--- config.mk ---
export PLATFORM = sky130hd
export DESIGN_NAME = ring_monitor
export DESIGN_NICKNAME = d
export VERILOG_FILES = /design/src/rtl/ring_pkg.sv /design/src/rtl/ring_onehot_enc.sv /design/src/rtl/ring_monitor.sv
export SDC_FILE = /design/constraint.sdc
export NUM_CORES = 1
export LEC_CHECK = 0
export CAP_MARGIN = 10
export CORE_MARGIN = 2
export CORE_UTILIZATION = 51
export DETAILED_ROUTE_END_ITERATION = 6
export PLACE_DENSITY = 0.89
export SETUP_SLACK_MARGIN = 0.4
export SLEW_MARGIN = 20
export SYNTH_ARGS = -nofsm -noshare
export SYNTH_HDL_FRONTEND = slang
export SYNTH_SLANG_ARGS = --single-unit
--- constraint.sdc ---
create_clock -name clk -period 4 [get_ports clk]
set_input_delay 0.8 -clock clk [delete_from_list [all_inputs] [get_ports clk]]
set_output_delay 0.8 -clock clk [all_outputs]
set_load 0.05 [all_outputs]
--- src/rtl/ring_pkg.sv ---
// rtl/ring_pkg.sv - shared types, defaults and rotate helper for ring-counter monitoring
//
// Contents:
//   ring_state_t : monitor FSM states (unlocked, acquiring, locked)
//   DEF_WIDTH    : default ring width
//   MAX_W        : widest ring the rotate helper supports
//   rotl1()      : rotate a ring word left by one within a given width

package ring_pkg;

    typedef enum logic [1:0] {
        ST_UNLOCKED = 2'd0,
        ST_ACQ      = 2'd1,
        ST_LOCKED   = 2'd2
    } ring_state_t;

    localparam int DEF_WIDTH = 4;
    localparam int MAX_W     = 32;

    // Bit i moves to i+1 and bit width-1 wraps to bit 0. Bits at or above
    // width are masked so a caller can zero-extend a narrow word safely.
    function automatic logic [MAX_W-1:0] rotl1(input logic [MAX_W-1:0] word,
                                               input int               width);
        logic [MAX_W-1:0] mask;
        logic [MAX_W-1:0] w;
        mask  = (width >= MAX_W) ? '1 : ((MAX_W'(1) << width) - MAX_W'(1));
        w     = word & mask;
        rotl1 = ((w << 1) | (w >> (width - 1))) & mask;
    endfunction

endpackage

--- src/rtl/ring_onehot_enc.sv ---
// rtl/ring_onehot_enc.sv - combinational one-hot check and binary encoder
//
// Ports:
//   word      in  WIDTH          word to classify
//   onehot_ok out 1              exactly one bit of word is set
//   enc       out $clog2(WIDTH)  index of the set bit, 0 when word is not one-hot

module ring_onehot_enc #(
    parameter int WIDTH = ring_pkg::DEF_WIDTH
) (
    input  logic [WIDTH-1:0]         word,
    output logic                     onehot_ok,
    output logic [$clog2(WIDTH)-1:0] enc
);

    localparam int EW = $clog2(WIDTH);
    localparam int CW = $clog2(WIDTH) + 1;

    logic [CW-1:0] bit_cnt;
    logic [EW-1:0] idx;

    always_comb begin
        bit_cnt = '0;
        idx     = '0;
        for (int i = 0; i < WIDTH; i++) begin
            if (word[i]) begin
                bit_cnt = bit_cnt + CW'(1);
                idx     = EW'(i);
            end
        end
    end

    assign onehot_ok = (bit_cnt == CW'(1));
    assign enc       = onehot_ok ? idx : '0;

endmodule

--- src/rtl/ring_monitor.sv ---
// rtl/ring_monitor.sv - lock/wrap/fault monitor for a one-hot ring counter
//
// Ports:
//   clk       in  1              system clock, rising edge
//   clear     in  1              synchronous active-high reset
//   ring_in   in  WIDTH          ring counter state, sampled every edge
//   enc       out $clog2(WIDTH)  index of set bit in last sample (0 if not one-hot)
//   onehot_ok out 1              last sample was one-hot
//   locked    out 1              monitor is in the locked state
//   wrap      out 1              one-cycle pulse on a legal advance from top bit to bit 0
//   rev_count out REV_W          number of wrap pulses, modulo 2^REV_W
//   err       out 1              sticky: sequence broke while locked

module ring_monitor
    import ring_pkg::*;
#(
    parameter int WIDTH    = DEF_WIDTH,
    parameter int LOCK_CNT = 4,
    parameter int REV_W    = 8
) (
    input  logic                     clk,
    input  logic                     clear,
    input  logic [WIDTH-1:0]         ring_in,
    output logic [$clog2(WIDTH)-1:0] enc,
    output logic                     onehot_ok,
    output logic                     locked,
    output logic                     wrap,
    output logic [REV_W-1:0]         rev_count,
    output logic                     err
);

    localparam int                AW    = $clog2(LOCK_CNT + 1);
    localparam logic [AW-1:0]     LOCK_V = AW'(LOCK_CNT);

    ring_state_t                state;
    logic [AW-1:0]              adv_cnt;
    logic [AW-1:0]              adv_nxt;
    logic [WIDTH-1:0]           prev_q;
    logic [WIDTH-1:0]           prev_rot;
    logic                       word_ok;
    logic [$clog2(WIDTH)-1:0]   word_enc;
    logic                       is_adv;
    logic                       is_wrap;

    ring_onehot_enc #(.WIDTH(WIDTH)) u_enc (
        .word      (ring_in),
        .onehot_ok (word_ok),
        .enc       (word_enc)
    );

    assign prev_rot = WIDTH'(rotl1(MAX_W'(prev_q), WIDTH));
    // A legal advance must itself be a legal word; this also rejects a
    // zero previous sample, whose rotation is zero.
    assign is_adv   = word_ok && (ring_in == prev_rot);
    assign is_wrap  = is_adv && ring_in[0];
    assign adv_nxt  = adv_cnt + AW'(1);

    always_ff @(posedge clk) begin
        if (clear) begin
            state     <= ST_UNLOCKED;
            adv_cnt   <= '0;
            prev_q    <= '0;
            enc       <= '0;
            onehot_ok <= 1'b0;
            locked    <= 1'b0;
            wrap      <= 1'b0;
            rev_count <= '0;
            err       <= 1'b0;
        end else begin
            prev_q    <= ring_in;
            enc       <= word_enc;
            onehot_ok <= word_ok;
            wrap      <= 1'b0;

            case (state)
                ST_UNLOCKED: begin
                    if (word_ok) begin
                        state   <= ST_ACQ;
                        adv_cnt <= '0;
                    end
                end
                ST_ACQ: begin
                    if (is_adv) begin
                        adv_cnt <= adv_nxt;
                        if (adv_nxt == LOCK_V) begin
                            state  <= ST_LOCKED;
                            locked <= 1'b1;
                        end
                    end else if (word_ok) begin
                        adv_cnt <= '0;
                    end else begin
                        state   <= ST_UNLOCKED;
                        adv_cnt <= '0;
                    end
                end
                ST_LOCKED: begin
                    if (!is_adv) begin
                        state   <= word_ok ? ST_ACQ : ST_UNLOCKED;
                        adv_cnt <= '0;
                        locked  <= 1'b0;
                        err     <= 1'b1;
                    end
                end
                default: begin
                    state   <= ST_UNLOCKED;
                    adv_cnt <= '0;
                    locked  <= 1'b0;
                end
            endcase

            // Revolutions only count once the monitor has seen a legal word.
            if (is_wrap && (state != ST_UNLOCKED)) begin
                wrap      <= 1'b1;
                rev_count <= rev_count + REV_W'(1);
            end
        end
    end

endmodule

==> out/qor.csv <==
stage;metric;value;unit
run_status;status;finished clean;
cts;clk_path_buf_depth;2;
routing;first_pass_iters;4;
worst_setup_path;crit_required;4.23;ns
sta;drv_slew;0;
pwr;seqPwrFrac;58.1;%
worst_setup_path;slowest_stage;or4_4;
sta;finalCritPeriodShare;88.1;%
sta;max_slew_margin;48.2;%
global_route;grt_antenna_before_repair;0;
placement;globalplace.congestion;0.749;
pwr;p_comb_share;15.7;%
sta;timing.hold.ws;0.486;ns
floorplanning;coreArea;2150;um2
worst_setup_path;critPathCaptureType;flop;
synthesis;seq_area_frac_synth;40.9;%
finish;n_antenna_cell;0;
global_route;grt_max_degree;23;
pwr;p_switching;108;uW
routing;drtAntennaViolNets;0;
pwr;p_sw_share;26.4;%
cts;numCtsBuffers;3;
sta;tns;0;ns
sta;setup_viol;0;
floorplanning;die_w;51.0;um
sta;rsz0062_at_grt;false;
pwr;p_per_area;292;nW/um2
job;maxCapViolations;0;
cts;clockRootBuffer;clkbuf_4;
min_path;min_path_cells;2;
sta;fmax;284;MHz
routing;wl;2210;um
cts;clkTransAtPathRegs;0.12;ns
sta;post-route-min-period;3.52;ns
finish;layout_commonest_cell;dfxtp_1;
finish;final_cell_mix;23 x dfxtp_1, 18 x clkdlybuf4s50_1, 11 x nor2_1;
synthesis;synth_seq_cells;23;
sta;layout_setup_ws;0.477;ns
global_route;grt_pass1_vias;909;
worst_setup_path;cpPeakStageDelay;0.57;ns
floorplanning;ios;20;
routing;drt_first_iter_violations;16;
sta;skew;0.00254;ns
pwr;leakagePower;0.529;nW
worst_setup_path;cp_cell_sequence;clkdlybuf4s50_1 -> inv_1 -> ha_4 -> xor2_4 -> ha_1 -> nand2b_1 -> o211a_1 -> or4_4 -> or4_1 -> a21oi_1;
synthesis;synth_nets;137;
pwr;clock_power_share;26.2;%
placement;portBuffers;19;
placement;hpwlAfterDp;1660;um
synthesis;synth_cells;125;
global_route;grt_overflow_total;0;
finish;syn2layout_area_growth;24.1;%
synthesis;ys_types;40;
cts;cts_tree;yes;
finish;drive_gt1_share;7.64;%
pwr;p_int;300;uW
sta;worst_pin_slew;0.774;ns
floorplanning;die_h;51.0;um
floorplanning;floorplan.initialDensity;52.4;%
min_path;hp-class;flop to flop;
global_route;grt_pass1_wl;3710;um
finish;utilization;65.1;%
cts;clock_latency;0.31;ns
sta;hold_violations;0;
worst_setup_path;reg2reg_depth;5;
routing;num_vias;969;
cts;numClockSinks;23;
routing;vias_per_cell;5.63;
synthesis;synth_area_per_cell;9.01;um2
floorplanning;fp.dieArea;2600;um2
synthesis;post_synth_instance_area;1130;um2
routing;wl_per_cell;12.8;um
worst_setup_path;cp-start-kind;primary input;
pwr;ir_drop;0.216;mV
floorplanning;row_count;17;
worst_setup_path;crit_type;primary input to flop;
worst_setup_path;cp.arrival;3.76;ns
routing;drc;0;
finish;final_nets;157;
placement;post-place-ws;-0.0105;ns
worst_setup_path;crit_fanout;6;
global_route;grt_usage;19.2;%
synthesis;yosysWarnings;0;
cts;cts_htree_levels;1;
## cell families (layout without fill, tap and decap cells)
logic type,count (synthesis),in the layout,share of synthesized area [%]
flops,23,23,40.9
mux,1,1,0.889
xor+xnor,8,8,6.22
compound gates,30,30,17.2
simple gates,47,47,23.9
buf+inv,10,29,4.22
fa+ha+maj,6,6,6.67
## final cells by class
cell class,instances,area [um2]
inverters,4,15.0
multi-input cells,92,649
repair buffers,21,211
flip-flops and latches,23,460
well taps,28,35.0
fillers,187,751
clock buffers,4,26.3
## per-stage QoR
stage	power, mW	instance area, um2	std cells
2_1_floorplan	0.284	1130	125
3_3_place_gp	0.298	1330	168
3_5_place_dp	0.301	1330	168
4_1_cts	0.408	1380	172
5_1_grt	0.427	1400	172
6_report	0.408	1400	172
## final timing paths
check | slack [ns] | startpoint | end
setup / recovery | 0.48 | ring_in[0] | rev_count[5]
hold / removal | 0.49 | locked | locked
setup reg to reg | 1.93 | prev_q[0] | rev_count[5]
hold reg to reg | 0.49 | locked | locked
## power groups by stage
stage	Combinational, mW	Sequential [mW]	Clock (mW)
2_1_floorplan	0.0344	0.250	0
3_3_place_gp	0.0561	0.242	0
3_5_place_dp	0.0588	0.242	0
4_1_cts	0.0621	0.237	0.109
5_1_grt	0.0702	0.238	0.119
6_report	0.0642	0.237	0.107
## sequential cells by signal, indices dropped and copies added (netlist names)
signal     cells
adv_cnt        3
enc            2
err            1
locked         1
onehot_ok      1
prev_q         4
rev_count      8
state          2
wrap           1
## synth_stat cells (all sizes together)
cell	number	area, um2
dfxtp	23	460
nor2	11	41.3
a21oi	9	45.0
ha	6	75.1
nand2	6	22.5
o21ai	6	30.0
nand2b	5	31.3
nand3	5	25.0
xnor2	5	43.8
buf	4	25.0
inv	4	15.0
or4	4	33.8
a21o	3	22.5
nor2b	3	18.8
o31ai	3	22.5
or3	3	18.8
xor2	3	26.3
clkbuf	2	7.51
nor3	2	10.0
o21a	2	15.0
a2111oi	1	8.76
a21bo	1	10.0
a31oi	1	6.26
and3	1	6.26
and4	1	8.76
mux2i	1	10.0
nand4	1	6.26
nor4	1	6.26
nor4b	1	8.76
o211a	1	10.0
o211ai	1	7.51
o21bai	1	7.51
o41ai	1	8.76
or2	1	6.26
or4b	1	13.8
or4bb	1	11.3
## timing repair
action / in CTS / in global routing
hold buffers: 0 / 0
resized for setup: 2 / 3
setup endpoints to repair: 6 / 6
buffers inserted: 0 / 0
## critical path, delay by kind of cell
| kind | cells | cell delay (ns) |
|---|---|---|
| simple gates | 3 | 1.27 |
| buf+inv | 2 | 0.55 |
| compound gates | 2 | 0.39 |
| fa+ha+maj | 2 | 0.58 |
| xor+xnor | 1 | 0.16 |
## layer usage
metal | up-vias | track usage, % | routed length, um
li1 | 483 | - | -
met1 | 467 | 22.8 | 947
met2 | 14 | 32.7 | 1160
met3 | 5 | 2.63 | 43
met4 | 0 | 11.3 | 55
met5 | - | 0 | 0
Power figures use the tool's default switching activity.
